==> src/rtl/lsu_bus_master_pkg.sv <==
// Shared definitions for the load/store bus master.
//   - bus geometry (address/data width, func3 width, lane count)
//   - RISC-V func3 encodings used by loads and stores
//   - FSM state encoding shared by the top level
package lsu_bus_master_pkg;

    localparam int AddrWidth  = 32;
    localparam int DataWidth  = 32;
    localparam int Func3Width = 3;
    localparam int NumLanes   = 4;

    localparam logic [Func3Width-1:0] F3_B  = 3'd0;
    localparam logic [Func3Width-1:0] F3_H  = 3'd1;
    localparam logic [Func3Width-1:0] F3_W  = 3'd2;
    localparam logic [Func3Width-1:0] F3_BU = 3'd4;
    localparam logic [Func3Width-1:0] F3_HU = 3'd5;

    typedef enum logic [1:0] {
        IDLE   = 2'd0,
        REQ    = 2'd1,
        WAIT_R = 2'd2,
        DONE   = 2'd3
    } lsu_state_e;

    // True for func3 codes that a store may legally use (sb/sh/sw).
    function automatic logic is_store_func3(input logic [Func3Width-1:0] f3);
        return (f3 == F3_B) || (f3 == F3_H) || (f3 == F3_W);
    endfunction

endpackage

==> src/rtl/lsu_bus_master_lane_align.sv <==
// Combinational byte-lane steering for the load/store bus master.
//   func3     : access size / signedness (RISC-V encoding)
//   off       : byte offset within the word (addr[1:0])
//   we        : 1 for a store, 0 for a load
//   wdata     : right-justified store data
//   rdata     : raw word returned by memory
//   strobe    : byte-lane enables for a store
//   lane_data : store data replicated onto the addressed lanes
//   load_data : rdata shifted down by the offset and sign/zero extended
//   illegal   : unsupported func3 or misaligned access
module lsu_lane_align (
    input  logic [2:0]  func3,
    input  logic [1:0]  off,
    input  logic        we,
    input  logic [31:0] wdata,
    input  logic [31:0] rdata,
    output logic [3:0]  strobe,
    output logic [31:0] lane_data,
    output logic [31:0] load_data,
    output logic        illegal
);
    import lsu_bus_master_pkg::*;

    logic [NumLanes-1:0][7:0] lanes;
    logic [31:0]              shifted;

    // Each lane picks the store byte it carries: the low byte for sb,
    // alternating half bytes for sh, its own byte for sw.
    generate
        for (genvar gi = 0; gi < NumLanes; gi++) begin : g_lane
            assign lanes[gi] = (func3 == F3_B) ? wdata[7:0] :
                               (func3 == F3_H) ? wdata[8*(gi%2) +: 8] :
                                                 wdata[8*gi +: 8];
        end
    endgenerate

    assign lane_data = lanes;
    assign shifted   = rdata >> {off, 3'b000};

    always_comb begin
        strobe  = 4'b0000;
        illegal = 1'b0;
        case (func3)
            F3_B: strobe = 4'b0001 << off;
            F3_H: begin
                strobe  = 4'b0011 << off;
                illegal = off[0];
            end
            F3_W: begin
                strobe  = 4'b1111;
                illegal = (off != 2'b00);
            end
            F3_BU:   illegal = 1'b0;
            F3_HU:   illegal = off[0];
            default: illegal = 1'b1;
        endcase
        // Unsigned variants exist only for loads.
        if (we && !is_store_func3(func3)) begin
            illegal = 1'b1;
        end
    end

    always_comb begin
        load_data = shifted;
        case (func3)
            F3_B:    load_data = {{24{shifted[7]}},  shifted[7:0]};
            F3_H:    load_data = {{16{shifted[15]}}, shifted[15:0]};
            F3_BU:   load_data = {24'h000000, shifted[7:0]};
            F3_HU:   load_data = {16'h0000,   shifted[15:0]};
            default: load_data = shifted;
        endcase
    end

endmodule

==> src/rtl/lsu_bus_master.sv <==
// Load/store bus master for the MEM stage.
// Turns a one-cycle load/store request from the pipeline into a
// req/ready + rvalid transaction on a word-addressed data bus, stalling
// the pipeline until it completes.
//   clk, reset        : clock, synchronous active-high reset
//   memReadEnable     : load request        memWriteEnable : store request
//   func3, memAddr    : access type, byte address
//   memWriteData      : right-justified store data
//   stall             : hold the pipeline
//   done              : one-cycle completion pulse
//   memReadData       : extended load result, held until the next load
//   misalign, busErr  : exception / timeout pulses, qualified by done
//   busReq, busWe     : request valid, write request
//   busAddr, busWstrb, busWdata : word address, lane enables, lane data
//   busReady, busRvalid, busRdata : responder handshake and read word
module lsu_bus_master #(
    parameter int AddrWidth = 32,
    parameter int DataWidth = 32,
    parameter int TIMEOUT   = 255
) (
    input  logic                 clk,
    input  logic                 reset,
    input  logic                 memReadEnable,
    input  logic                 memWriteEnable,
    input  logic [2:0]           func3,
    input  logic [AddrWidth-1:0] memAddr,
    input  logic [DataWidth-1:0] memWriteData,
    output logic                 stall,
    output logic                 done,
    output logic [DataWidth-1:0] memReadData,
    output logic                 misalign,
    output logic                 busErr,
    output logic                 busReq,
    output logic                 busWe,
    output logic [AddrWidth-1:0] busAddr,
    output logic [3:0]           busWstrb,
    output logic [DataWidth-1:0] busWdata,
    input  logic                 busReady,
    input  logic                 busRvalid,
    input  logic [DataWidth-1:0] busRdata
);
    import lsu_bus_master_pkg::*;

    localparam int                CntW    = $clog2(TIMEOUT + 1);
    localparam logic [CntW-1:0]   CntLast = CntW'(TIMEOUT - 1);

    lsu_state_e           state_reg, state_next;
    logic [CntW-1:0]      cnt_reg;
    logic [AddrWidth-1:0] addr_reg;
    logic [3:0]           strobe_reg;
    logic [DataWidth-1:0] wdata_reg;
    logic [DataWidth-1:0] rdata_reg;
    logic [1:0]           off_reg;
    logic [2:0]           func3_reg;
    logic                 we_reg;
    logic                 mis_reg;
    logic                 err_reg;

    logic                 start;
    logic                 illegal_any;
    logic                 capture;
    logic                 timeout_hit;

    logic [2:0]           align_func3;
    logic [1:0]           align_off;
    logic                 align_we;
    logic [3:0]           align_strobe;
    logic [31:0]          align_lane_data;
    logic [31:0]          align_load_data;
    logic                 align_illegal;

    assign start = (memReadEnable | memWriteEnable) && (state_reg == IDLE);

    // In IDLE the aligner classifies the incoming request; afterwards it
    // sees the latched access so it can extend the returned read word.
    assign align_func3 = (state_reg == IDLE) ? func3          : func3_reg;
    assign align_off   = (state_reg == IDLE) ? memAddr[1:0]   : off_reg;
    assign align_we    = (state_reg == IDLE) ? memWriteEnable : we_reg;

    lsu_lane_align u_align (
        .func3     (align_func3),
        .off       (align_off),
        .we        (align_we),
        .wdata     (memWriteData),
        .rdata     (busRdata),
        .strobe    (align_strobe),
        .lane_data (align_lane_data),
        .load_data (align_load_data),
        .illegal   (align_illegal)
    );

    assign illegal_any = align_illegal | (memReadEnable & memWriteEnable);

    // Next-state and handshake outputs. A response that arrives in the
    // last counted cycle still completes normally rather than timing out.
    always_comb begin
        state_next  = state_reg;
        busReq      = 1'b0;
        busWe       = 1'b0;
        done        = 1'b0;
        capture     = 1'b0;
        timeout_hit = 1'b0;
        case (state_reg)
            IDLE: begin
                if (start) begin
                    state_next = illegal_any ? DONE : REQ;
                end
            end
            REQ: begin
                busReq = 1'b1;
                busWe  = we_reg;
                if (busReady) begin
                    if (we_reg) begin
                        state_next = DONE;
                    end else if (busRvalid) begin
                        capture    = 1'b1;
                        state_next = DONE;
                    end else begin
                        state_next = WAIT_R;
                    end
                end else if (cnt_reg == CntLast) begin
                    timeout_hit = 1'b1;
                    state_next  = DONE;
                end
            end
            WAIT_R: begin
                if (busRvalid) begin
                    capture    = 1'b1;
                    state_next = DONE;
                end else if (cnt_reg == CntLast) begin
                    timeout_hit = 1'b1;
                    state_next  = DONE;
                end
            end
            DONE: begin
                done       = 1'b1;
                state_next = IDLE;
            end
            default: state_next = IDLE;
        endcase
    end

    always_ff @(posedge clk) begin
        if (reset) begin
            state_reg  <= IDLE;
            cnt_reg    <= '0;
            addr_reg   <= '0;
            strobe_reg <= '0;
            wdata_reg  <= '0;
            rdata_reg  <= '0;
            off_reg    <= '0;
            func3_reg  <= '0;
            we_reg     <= 1'b0;
            mis_reg    <= 1'b0;
            err_reg    <= 1'b0;
        end else begin
            state_reg <= state_next;
            if (start) begin
                cnt_reg <= '0;
                mis_reg <= illegal_any;
                err_reg <= 1'b0;
                // Illegal requests never reach the bus, so leave the
                // request registers untouched for them.
                if (!illegal_any) begin
                    addr_reg   <= {memAddr[AddrWidth-1:2], 2'b00};
                    strobe_reg <= memWriteEnable ? align_strobe : 4'b0000;
                    wdata_reg  <= memWriteEnable ? align_lane_data : '0;
                    off_reg    <= memAddr[1:0];
                    func3_reg  <= func3;
                    we_reg     <= memWriteEnable;
                end
            end else if (state_reg == REQ || state_reg == WAIT_R) begin
                cnt_reg <= cnt_reg + 1'b1;
                if (timeout_hit) begin
                    err_reg <= 1'b1;
                end
            end
            if (capture) begin
                rdata_reg <= align_load_data;
            end
        end
    end

    assign stall       = start | (state_reg == REQ) | (state_reg == WAIT_R);
    assign misalign    = done & mis_reg;
    assign busErr      = done & err_reg;
    assign memReadData = rdata_reg;
    assign busAddr     = addr_reg;
    assign busWstrb    = strobe_reg;
    assign busWdata    = wdata_reg;

endmodule
==> config.mk <==
export PLATFORM = sky130hd
export DESIGN_NAME = lsu_bus_master
export DESIGN_NICKNAME = d
export VERILOG_FILES = /design/src/rtl/lsu_bus_master_pkg.sv /design/src/rtl/lsu_bus_master_lane_align.sv /design/src/rtl/lsu_bus_master.sv
export SDC_FILE = /design/constraint.sdc
export NUM_CORES = 1
export LEC_CHECK = 0
export BUFFER_PORTS_ARGS = -buffer_cell sky130_fd_sc_hd__buf_4
export CORE_ASPECT_RATIO = 2
export CORE_MARGIN = 5
export CORE_UTILIZATION = 45
export DETAILED_ROUTE_END_ITERATION = 8
export GPL_TIMING_DRIVEN = 0
export PLACE_DENSITY = 0.82
export SYNTH_ARGS = -nofsm -noshare
export SYNTH_HDL_FRONTEND = slang
export SYNTH_SLANG_ARGS = --single-unit
==> constraint.sdc <==
create_clock -name clk -period 5.26 [get_ports clk]
set_input_delay 0.263 -clock clk [delete_from_list [all_inputs] [get_ports clk]]
set_output_delay 0.263 -clock clk [all_outputs]
set_load 0.005 [all_outputs]
==> impl_metrics.yaml <==
status:
  outcome: "finished, final reports clean"
cts:
  cts_hold_buf: 0
  cts_setup_buffers: 0
  cts_resized: 0
  clock_sinks: 116
  cts-root-buf: "clkbuf_16"
  clk_latency_ns: 0.40
  clkSlewWorstSetupHoldPaths_ns: 0.06
  clock_path_buffers: 2
  tritoncts: "done"
  cts_buffers: 17
  h-tree-depth: 4
routing:
  totalWireLength_um: 18300
  drc_errors: 0
  wire_per_inst_um: 19.2
  drt_iter0_markers: 239
  vias: 5258
  via_per_inst: 5.50
  ant_nets: 0
  drtPass1Iterations: 7
timing:
  rsz0062_at_grt: "false"
  hold_viol_final: 0
  setup_viol: 0
  fin_crit_sh: 0.540
  tns_ns: 0
  fin_worst_skew_ns: 0.0107
  worst_slew_pin_slew_ns: 0.825
  slew_viol_final: 0
  fin_crit_ns: 2.84
  relSlewSlack: 0.450
  max_freq_ghz: 0.352
logic_synthesis:
  yosys.area.top_type_share: 0.434
  syn_inst: 571
  synth-main-ff-cell: "dfxtp_1"
  synth-seq-cells: 116
  synth.cell_area_um2: 5360
  yosysWarningCount: 0
  postSynth.asyncResetShare: 0
  netlist-cell-type-count: 53
  postSynthAreaPerCell_um2: 9.38
  synth-edff-count: 0
  yosysSeqAreaShare: 0.434
  yosysMostFrequentCell: "dfxtp_1"
  yosysTopAreaCell: "dfxtp_1"
  ys_top_cells_by_count: "116 x dfxtp_1, 80 x nor2_1, 74 x mux2i_1"
  synth_area_leaders: "dfxtp_1 43%, mux2i_1 14%, nor2_1 5.6%"
floorplan:
  start_util: 0.458
  num_io_pins: 211
  coreArea_um2: 11700
  fp.dieW_um: 87.1
  die_area_um2: 14300
  fp-row-count: 56
  die_h_um: 164
grt:
  track_usage: 0.253
  gr-total-overflow: 0
  first_global_vias: 5484
  grt_antenna_before_repair: 0
  grt_max_degree: 17
  grt_pass1_wl_um: 27800
critical_path:
  worst-path-buf-inv: 4
  cp-start-kind: "register"
  cp_max_fo: 10
  crit_arrival_ns: 3.09
  crit_family: "buffers and inverters"
  reg2reg_slack_ns: 2.42
  crit_chain: "inv_1 > ha_1 > clkbuf_1 > o211a_1 > clkbuf_1 > o221ai_4 > a21oi_4 > buf_6 > a211oi_2"
  cp.required_ns: 5.51
  critPathSlowestCell: "dfxtp_1"
  rr_worst_depth: 9
  r2r_start: "state_reg[0]$_SDFFE_PP0P_"
  setup.worst_path.class: "register to register"
  crit_top_cell: "clkbuf_1"
  crit-reg2reg-capture: "memReadData[29]$_SDFFE_PP0P_"
  critPathCaptureType: "register"
  critPathMaxStageDelay_ns: 0.45
worst_hold_path:
  min_to: "busAddr[20]$_SDFFE_PP0P_"
  hold_path_class: "primary input to register"
  hp-start: "memAddr[20]"
  whs_path_depth: 3
finish:
  syn_to_final_growth_pct: 44.8
  fill_cells: 908
  final_layout_size_suffix_gt1_frac: 0.353
  final_nets: 909
  layout.cells.non_filler: 956
  n_antenna_cell: 0
place:
  dp_hpwl_um: 14600
  gp_congestion: 0.949
  placed_cells: 924
  portBuffers: 207
power_and_ir_drop:
  p_leak_nw: 3.46
  irDropWorstVdd_mv: 0.335
  power_density_nw_per_um2: 527
run:
  drv_cap: 0
[per-layer routing]
layer / vias to the layer above / wire length (um) / global-route usage
li1: 2496 / - / -
met1: 2448 / 5980 / 0.230
met3: 64 / 1180 / 0.0617
met4: 0 / 1170 / 0.160
met5: - / 0 / 0
met2: 250 / 9980 / 0.480
[worst reg2reg max path: cells and delay by family (launching register included)]
family | cells | cell delay (ns)
buf+inv | 4 | 1.06
compound gates | 4 | 0.91
flops | 1 | 0.45
fa+ha+maj | 1 | 0.28
[metrics by stage]
step / hold slack (ns) / utilization / instance area (um2) / setup slack [ns] / total power [mW]
after global placement: 0.446 / 0.606 / 7100 / 2.57 / 2.76
final: 0.0983 / 0.663 / 7760 / 2.42 / 4.09
after detailed placement: 0.448 / 0.606 / 7100 / 2.49 / 2.81
after CTS: 0.0837 / 0.663 / 7760 / 2.44 / 4.11
after global routing: 0.108 / 0.663 / 7760 / 2.27 / 4.31
after floorplan: 0.388 / - / 5360 / 3.05 / 2.21
[kinds of logic (layout without fill, tap and decap cells)]
kind of cell | Yosys count | count (layout) | synth area share
simple gates | 198 | 198 | 0.166
compound gates | 119 | 119 | 0.174
flops | 116 | 116 | 0.434
mux | 81 | 81 | 0.159
buf+inv | 45 | 284 | 0.0451
fa+ha+maj | 6 | 6 | 0.0140
xor+xnor | 5 | 5 | 0.00818
other cells | 1 | 2 | 0.000700
[power breakdown]
part           internal (mW)  total, mW  leakage (nW)  switching [mW]
clock network          0.861       1.29         0.322           0.427
registers               1.05       1.16         0.942           0.113
logic                  0.746       1.64          2.20           0.892
total                   2.66       4.09          3.46            1.43
[layout make-up]
| class | count | area, um2 | share of cell area |
|---|---|---|---|
| inverters | 5 | 18.8 | 0.00242 |
| repair buffers | 207 | 1550 | 0.200 |
| clock buffers | 18 | 439 | 0.0566 |
| well taps | 145 | 181 | 0.0234 |
| clock inverters | 14 | 224 | 0.0289 |
| plain buffers | 40 | 223 | 0.0287 |
| flip-flops and latches | 116 | 2320 | 0.299 |
| multi-input cells | 411 | 2800 | 0.360 |
[cells in the final DEF, fill, tap and decap left out, types with 17 or more instances in the layout]
cell	Yosys	routed
nor2_1	80	80
buf_4	6	213
nand3_1	18	18
mux2i_1	74	74
clkbuf_1	17	17
a22o_1	20	20
nand2_1	55	55
clkbuf_16	0	17
o2bb2ai_1	24	24
dfxtp_1	116	116
a21oi_1	30	30
[worst max path at each step]
| stage | start | endpoint | cells after the start |
|---|---|---|---|
| 6_report | state_reg[0]$_SDFFE_PP0P_ | memReadData[29]$_SDFFE_PP0P_ | 9 |
| 5_1_grt | state_reg[0]$_SDFFE_PP0P_ | memReadData[28]$_SDFFE_PP0P_ | 9 |
| 4_1_cts | state_reg[0]$_SDFFE_PP0P_ | memReadData[30]$_SDFFE_PP0P_ | 9 |
| 3_5_place_dp | state_reg[0]$_SDFFE_PP0P_ | memReadData[30]$_SDFFE_PP0P_ | 9 |
| 3_3_place_gp | state_reg[0]$_SDFFE_PP0P_ | memReadData[2]$_SDFFE_PP0P_ | 8 |
| 2_1_floorplan | state_reg[0]$_SDFFE_PP0P_ | memReadData[21]$_SDFFE_PP0P_ | 9 |
Note: power is estimated with default switching activity, not from simulation.
